===== config.mk =====
export PLATFORM = sky130hd
export DESIGN_NAME = lsu_axi_master
export DESIGN_NICKNAME = d
export VERILOG_FILES = /design/src/rtl/lsu_axi_master_pkg.sv /design/src/rtl/lsu_lane_align.sv /design/src/rtl/lsu_axi_master.sv
export SDC_FILE = /design/constraint.sdc
export NUM_CORES = 1
export LEC_CHECK = 0
export BUFFER_PORTS_ARGS = -buffer_cell sky130_fd_sc_hd__buf_2
export CAP_MARGIN = 40
export CORE_MARGIN = 3
export CORE_UTILIZATION = 46
export CTS_CLUSTER_DIAMETER = 200
export DETAILED_ROUTE_END_ITERATION = 8
export PLACE_DENSITY = 0.91
export SLEW_MARGIN = 40
export SYNTH_ARGS = -nofsm -noshare
export SYNTH_HDL_FRONTEND = slang
export SYNTH_SLANG_ARGS = --single-unit

===== constraint.sdc =====
create_clock -name clk -period 3.05 [get_ports clk]
set_input_delay 0.4575 -clock clk [delete_from_list [all_inputs] [get_ports clk]]
set_output_delay 0.4575 -clock clk [all_outputs]
set_load 0.02 [all_outputs]

===== src/rtl/lsu_axi_master_pkg.sv =====
// Shared encodings for the LSU AXI4-Lite bus stage: access sizes, AXI response/prot codes, FSM states.
package lsu_axi_master_pkg;

    localparam logic [1:0] SIZE_BYTE = 2'b00;
    localparam logic [1:0] SIZE_HALF = 2'b01;
    localparam logic [1:0] SIZE_WORD = 2'b10;

    localparam logic [1:0] RESP_OKAY = 2'b00;
    localparam logic [2:0] PROT_DATA = 3'b000;

    typedef enum logic [2:0] {
        ST_IDLE,
        ST_WR,
        ST_WR_B,
        ST_RD_A,
        ST_RD_D,
        ST_RESP
    } lsu_state_t;

    // Size 2'b11 is handled as a word access.
    function automatic logic is_misaligned(input logic [1:0] size, input logic [1:0] offset);
        case (size)
            SIZE_BYTE: is_misaligned = 1'b0;
            SIZE_HALF: is_misaligned = offset[0];
            default:   is_misaligned = (offset != 2'b00);
        endcase
    endfunction

endpackage


===== src/rtl/lsu_lane_align.sv =====
// Combinational lane steering: store data replication + byte strobes, load lane extract + sign/zero extend.
module lsu_lane_align
    import lsu_axi_master_pkg::*;
(
    input  logic [1:0]  size,
    input  logic [1:0]  addr_lo,
    input  logic        is_unsigned,
    input  logic [31:0] store_data,
    input  logic [31:0] bus_rdata,
    output logic [31:0] bus_wdata,
    output logic [3:0]  bus_wstrb,
    output logic [31:0] load_data
);

    logic [1:0]  offset;
    logic [31:0] shifted;

    // NOTE: every output of a combinational block gets a default first so no path infers a latch.
    always_comb begin
        bus_wdata = store_data;
        bus_wstrb = 4'b1111;
        offset    = 2'b00;
        case (size)
            SIZE_BYTE: begin
                bus_wdata = {4{store_data[7:0]}};
                bus_wstrb = 4'b0001 << addr_lo;
                offset    = addr_lo;
            end
            SIZE_HALF: begin
                bus_wdata = {2{store_data[15:0]}};
                bus_wstrb = 4'b0011 << {addr_lo[1], 1'b0};
                offset    = {addr_lo[1], 1'b0};
            end
            default: ;
        endcase
    end

    assign shifted = bus_rdata >> {offset, 3'b000};

    always_comb begin
        load_data = shifted;
        case (size)
            SIZE_BYTE: load_data = {{24{~is_unsigned & shifted[7]}}, shifted[7:0]};
            SIZE_HALF: load_data = {{16{~is_unsigned & shifted[15]}}, shifted[15:0]};
            default: ;
        endcase
    end

endmodule


===== src/rtl/lsu_axi_master.sv =====
// LSU bus stage: one load/store at a time as a single AXI4-Lite transaction.
// Optional LSU_MISALIGN_CHECK_EN: misaligned half/word accesses complete with an error and no bus traffic.
module lsu_axi_master
    import lsu_axi_master_pkg::*;
#(
    parameter int ADDR_WIDTH = 32
) (
    input  logic                  clk,
    input  logic                  reset,
    input  logic                  req_valid,
    output logic                  req_ready,
    input  logic                  req_we,
    input  logic [1:0]            req_size,
    input  logic                  req_unsigned,
    input  logic [ADDR_WIDTH-1:0] req_addr,
    input  logic [31:0]           req_wdata,
    output logic                  resp_valid,
    output logic [31:0]           resp_rdata,
    output logic                  resp_err,
    output logic                  m_axi_awvalid,
    input  logic                  m_axi_awready,
    output logic [ADDR_WIDTH-1:0] m_axi_awaddr,
    output logic [2:0]            m_axi_awprot,
    output logic                  m_axi_wvalid,
    input  logic                  m_axi_wready,
    output logic [31:0]           m_axi_wdata,
    output logic [3:0]            m_axi_wstrb,
    input  logic                  m_axi_bvalid,
    output logic                  m_axi_bready,
    input  logic [1:0]            m_axi_bresp,
    output logic                  m_axi_arvalid,
    input  logic                  m_axi_arready,
    output logic [ADDR_WIDTH-1:0] m_axi_araddr,
    output logic [2:0]            m_axi_arprot,
    input  logic                  m_axi_rvalid,
    output logic                  m_axi_rready,
    input  logic [31:0]           m_axi_rdata,
    input  logic [1:0]            m_axi_rresp
);

    lsu_state_t            state_q, state_d;
    logic [1:0]            size_q;
    logic                  unsigned_q;
    logic [ADDR_WIDTH-1:0] addr_q;
    logic [31:0]           wdata_q;
    logic                  aw_done_q, w_done_q;
    logic [31:0]           rdata_q;
    logic                  err_q;
    logic                  accept, misaligned;
    logic [31:0]           load_data;

`ifdef LSU_MISALIGN_CHECK_EN
    assign misaligned = is_misaligned(req_size, req_addr[1:0]);
`else
    assign misaligned = 1'b0;
`endif

    assign accept = req_valid & req_ready;

    lsu_lane_align u_lane_align (
        .size        (size_q),
        .addr_lo     (addr_q[1:0]),
        .is_unsigned (unsigned_q),
        .store_data  (wdata_q),
        .bus_rdata   (m_axi_rdata),
        .bus_wdata   (m_axi_wdata),
        .bus_wstrb   (m_axi_wstrb),
        .load_data   (load_data)
    );

    assign m_axi_awaddr = {addr_q[ADDR_WIDTH-1:2], 2'b00};
    assign m_axi_araddr = {addr_q[ADDR_WIDTH-1:2], 2'b00};
    assign m_axi_awprot = PROT_DATA;
    assign m_axi_arprot = PROT_DATA;
    assign resp_rdata   = rdata_q;
    assign resp_err     = err_q;

    always_comb begin
        state_d       = state_q;
        req_ready     = 1'b0;
        resp_valid    = 1'b0;
        m_axi_awvalid = 1'b0;
        m_axi_wvalid  = 1'b0;
        m_axi_bready  = 1'b0;
        m_axi_arvalid = 1'b0;
        m_axi_rready  = 1'b0;
        case (state_q)
            ST_IDLE: begin
                req_ready = ~reset;
                if (req_valid && !reset)
                    state_d = misaligned ? ST_RESP : (req_we ? ST_WR : ST_RD_A);
            end
            ST_WR: begin
                // AW and W complete independently; leave once both have handshaken.
                m_axi_awvalid = ~aw_done_q;
                m_axi_wvalid  = ~w_done_q;
                if ((aw_done_q || m_axi_awready) && (w_done_q || m_axi_wready))
                    state_d = ST_WR_B;
            end
            ST_WR_B: begin
                m_axi_bready = 1'b1;
                if (m_axi_bvalid) state_d = ST_RESP;
            end
            ST_RD_A: begin
                m_axi_arvalid = 1'b1;
                if (m_axi_arready) state_d = ST_RD_D;
            end
            ST_RD_D: begin
                m_axi_rready = 1'b1;
                if (m_axi_rvalid) state_d = ST_RESP;
            end
            ST_RESP: begin
                resp_valid = 1'b1;
                state_d    = ST_IDLE;
            end
            default: state_d = ST_IDLE;
        endcase
    end

    // NOTE: non-blocking assignments so every register samples pre-edge values regardless of block order.
    always_ff @(posedge clk) begin
        if (reset) begin
            state_q   <= ST_IDLE;
            aw_done_q <= 1'b0;
            w_done_q  <= 1'b0;
            rdata_q   <= 32'h0;
            err_q     <= 1'b0;
        end else begin
            state_q <= state_d;
            if (accept) begin
                aw_done_q <= 1'b0;
                w_done_q  <= 1'b0;
                rdata_q   <= 32'h0;
                err_q     <= misaligned;
            end
            if (m_axi_awvalid && m_axi_awready) aw_done_q <= 1'b1;
            if (m_axi_wvalid && m_axi_wready)   w_done_q  <= 1'b1;
            if (m_axi_bvalid && m_axi_bready)   err_q     <= (m_axi_bresp != RESP_OKAY);
            if (m_axi_rvalid && m_axi_rready) begin
                rdata_q <= load_data;
                err_q   <= (m_axi_rresp != RESP_OKAY);
            end
        end
    end

    // NOTE: request payload is not reset; it is only observed after an accept has loaded it.
    always_ff @(posedge clk) begin
        if (accept) begin
            size_q     <= req_size;
            unsigned_q <= req_unsigned;
            addr_q     <= req_addr;
            wdata_q    <= req_wdata;
        end
    end

endmodule


==> results.toml <==
[setup_path]
r2r_cells = 5
critPathLaunchType = "flop"
crit_buf_inv = 3
cp_slowest_cell = "edfxtp_1"
endpoint_kind = "primary output"
cp.depth = 5
critical-path-top-delay-family = "buffers and inverters"
slowest_delay_ps = 390
cp_data_required_time_ps = 2590
critical_path.cell_chain = "buf_4, nor2_1, buf_4, mux2_2, buf_2"
reg2reg_to = "resp_rdata[16]"
crit_fanout = 21
crit_arrival_ps = 1860
r2r_slack_ps = 780
r2r_start = "size_q[0]"
critPathKind = "reg -> out"
critical_path.most_common_cell = "buf_4"

[final_layout]
fillers = 894
final_common_cell = "buf_2"
fin_area_sq_um = 6040
final_cell_mix = "buf_2, edfxtp_1, dfxtp_1, nor2_1, nand2_1"
drive_gt1_share_pct = 52.0
antenna-diode-count = 0
stdcell_count = 726
area_growth_pct = 20.7
nets = 697

[clock_tree]
post_cts_resized = 0
htreeDepth = 3
cts-root-buf = "clkbuf_8"
cts_made_buffers = 9
postCtsSetupRepairBufs = 0
cts-hold-fix-buffers = 0
clk_path_buf_depth = 2
clk_latency_ps = 360
clkSinkCount = 105
cts_tree = "done"
path_clk_slew_ps = 110

[outcome]
status = "finished clean"

[routing]
drtPass1Iterations = 5
drc_errors = 0
wl_per_cell_microns = 17.3
wirelength_microns = 12600
vias = 3815
dr.first_iter.drc_count = 270
viasPerCell = 5.25
drtAntennaViolNets = 0

[flow_run]
maxCapViolCount = 0

[sta]
finalSetupTns_ps = 0
finalSetupViolations = 0
fin_crit_sh_pct = 76.0
max_freq_mhz = 432
hold_viol = 0
skew_ps = 10.4
worst_pin_slew_ps = 529
rsz0062_at_grt = "no"
relSlewSlack_pct = 64.6
slew_viol_final = 0
fin_crit_ps = 2320

[worst_hold_path]
hp-class = "in -> reg"
min_from = "req_addr[8]"
whs_path_depth = 1
min_to = "addr_q[8]"

[grt]
met2_usage_pct = 35.8
busiest_layer = "met2"
grt_pass1_wl_microns = 18500
grt_usage_pct = 19.9
first_global_vias = 3651
met3_usage_pct = 5.71
grt-ovfl-total = 0
grt.met1_usage_pct = 22.9
antenna_found_initial = 0
grt_max_degree = 68

[placed_design]
place_inst = 710
port_buffers = 247
gp_congestion = 0.839
hpwl_microns = 9580
placed_cell_area_sq_um = 5830

[power_and_ir_drop]
power_density_nw_per_um2 = 601
p_leak_nw = 2.66
ir_drop_v = 0.000320

[die]
die_h_microns = 110
dieArea_sq_um = 12200
fp.dieW_microns = 110
core_area_sq_um = 10500
start_util_pct = 47.8
rows = 37
pin_count = 258

[synth]
netlist_area_sq_um = 5000
synth-seq-cells = 105
synth_warnings = 0
ys_async_sr_fraction_pct = 0
ys.flop_type = "edfxtp_1"
synth_cell_types = 48
syn_inst = 411
synth_seq_area_share_pct = 55.4
synth_edf_count = 67
syn_avg_cell_area_sq_um = 12.2
-- Yosys cell counts (3+ instances only) --
cell type	instances	area share [%]
nor2b_1	3	0.38
mux2i_1	8	1.6
a22o_1	5	0.88
a22oi_1	15	2.3
dfxtp_1	38	15
a32o_1	19	3.8
inv_1	5	0.38
edfxtp_1	67	40
clkbuf_1	14	1.1
mux2_2	16	3.6
or3b_2	4	0.70
nand2_1	22	1.7
a21oi_1	14	1.4
nand2b_1	18	2.3
buf_2	4	0.40
o21ai_0	13	1.3
buf_4	81	12
nor2_1	23	1.7
mux4_2	7	3.2
-- worst max path at each step --
stage / start / endpoint / slack (ps)
2_1_floorplan: reset / addr_q[0] / 300
3_3_place_gp: reset / resp_rdata[14] / 610
3_5_place_dp: reset / resp_rdata[9] / 510
4_1_cts: size_q[0] / m_axi_wdata[11] / 710
5_1_grt: size_q[0] / m_axi_wdata[14] / 600
6_report: size_q[0] / m_axi_wdata[14] / 730
-- through the flow --
| step | hold slack [ps] | util, % | power, W | setup slack (ps) |
|---|---|---|---|---|
| global route | 226 | 57.7 | 0.00381 | 595 |
| global placement | 450 | 55.7 | 0.00273 | 609 |
| detailed placement | 454 | 55.7 | 0.00276 | 514 |
| floorplan | 502 | - | 0.00253 | 304 |
| finish | 262 | 57.7 | 0.00363 | 733 |
| CTS | 239 | 57.7 | 0.00367 | 710 |
-- cells by family (layout without fill, tap and decap cells) --
group | Yosys count | after routing | synth area share [%]
buffers and inverters | 108 | 278 | 14.6
flip-flops | 105 | 105 | 55.4
AO/OA/AOI/OAI | 84 | 84 | 13.0
AND/OR/NAND/NOR | 81 | 81 | 8.28
multiplexers | 32 | 32 | 8.63
other | 1 | 10 | 0.0749
-- power by group --
| group | internal, W | total [W] | switching [W] | leakage (nW) |
|---|---|---|---|---|
| Sequential | 0.00167 | 0.00175 | 0.0000844 | 0.928 |
| Combinational | 0.000353 | 0.000975 | 0.000622 | 1.63 |
| Clock | 0.000396 | 0.000902 | 0.000507 | 0.0999 |
-- layout make-up --
| cell class | instances | area, sq um | area share, % |
|---|---|---|---|
| Multi-Input combinational cell | 207 | 1540 | 25.5 |
| Sequential cell | 105 | 2770 | 45.9 |
| Clock inverter | 7 | 85.1 | 1.41 |
| Timing Repair Buffer | 257 | 1320 | 21.9 |
| Clock buffer | 9 | 124 | 2.05 |
| Inverter | 5 | 22.5 | 0.373 |
| Tap cell | 136 | 170 | 2.82 |
-- metal layers --
| layer | part of all wire, % | routed length (microns) | up-vias |
|---|---|---|---|
| met5 | 0 | 0 | - |
| met3 | 9.1 | 1140 | 21 |
| li1 | - | - | 1768 |
| met2 | 52 | 6600 | 205 |
| met1 | 37 | 4650 | 1821 |
| met4 | 1.6 | 202 | 0 |
-- registers in the layout (all words and copies together) (netlist names) --
register    count
size_q          2
resp_err        1
wdata_q        32
unsigned_q      1
addr_q         32
w_done_q        1
state_q         3
aw_done_q       1
resp_rdata     32
Note: power is estimated with default switching activity, not from simulation.
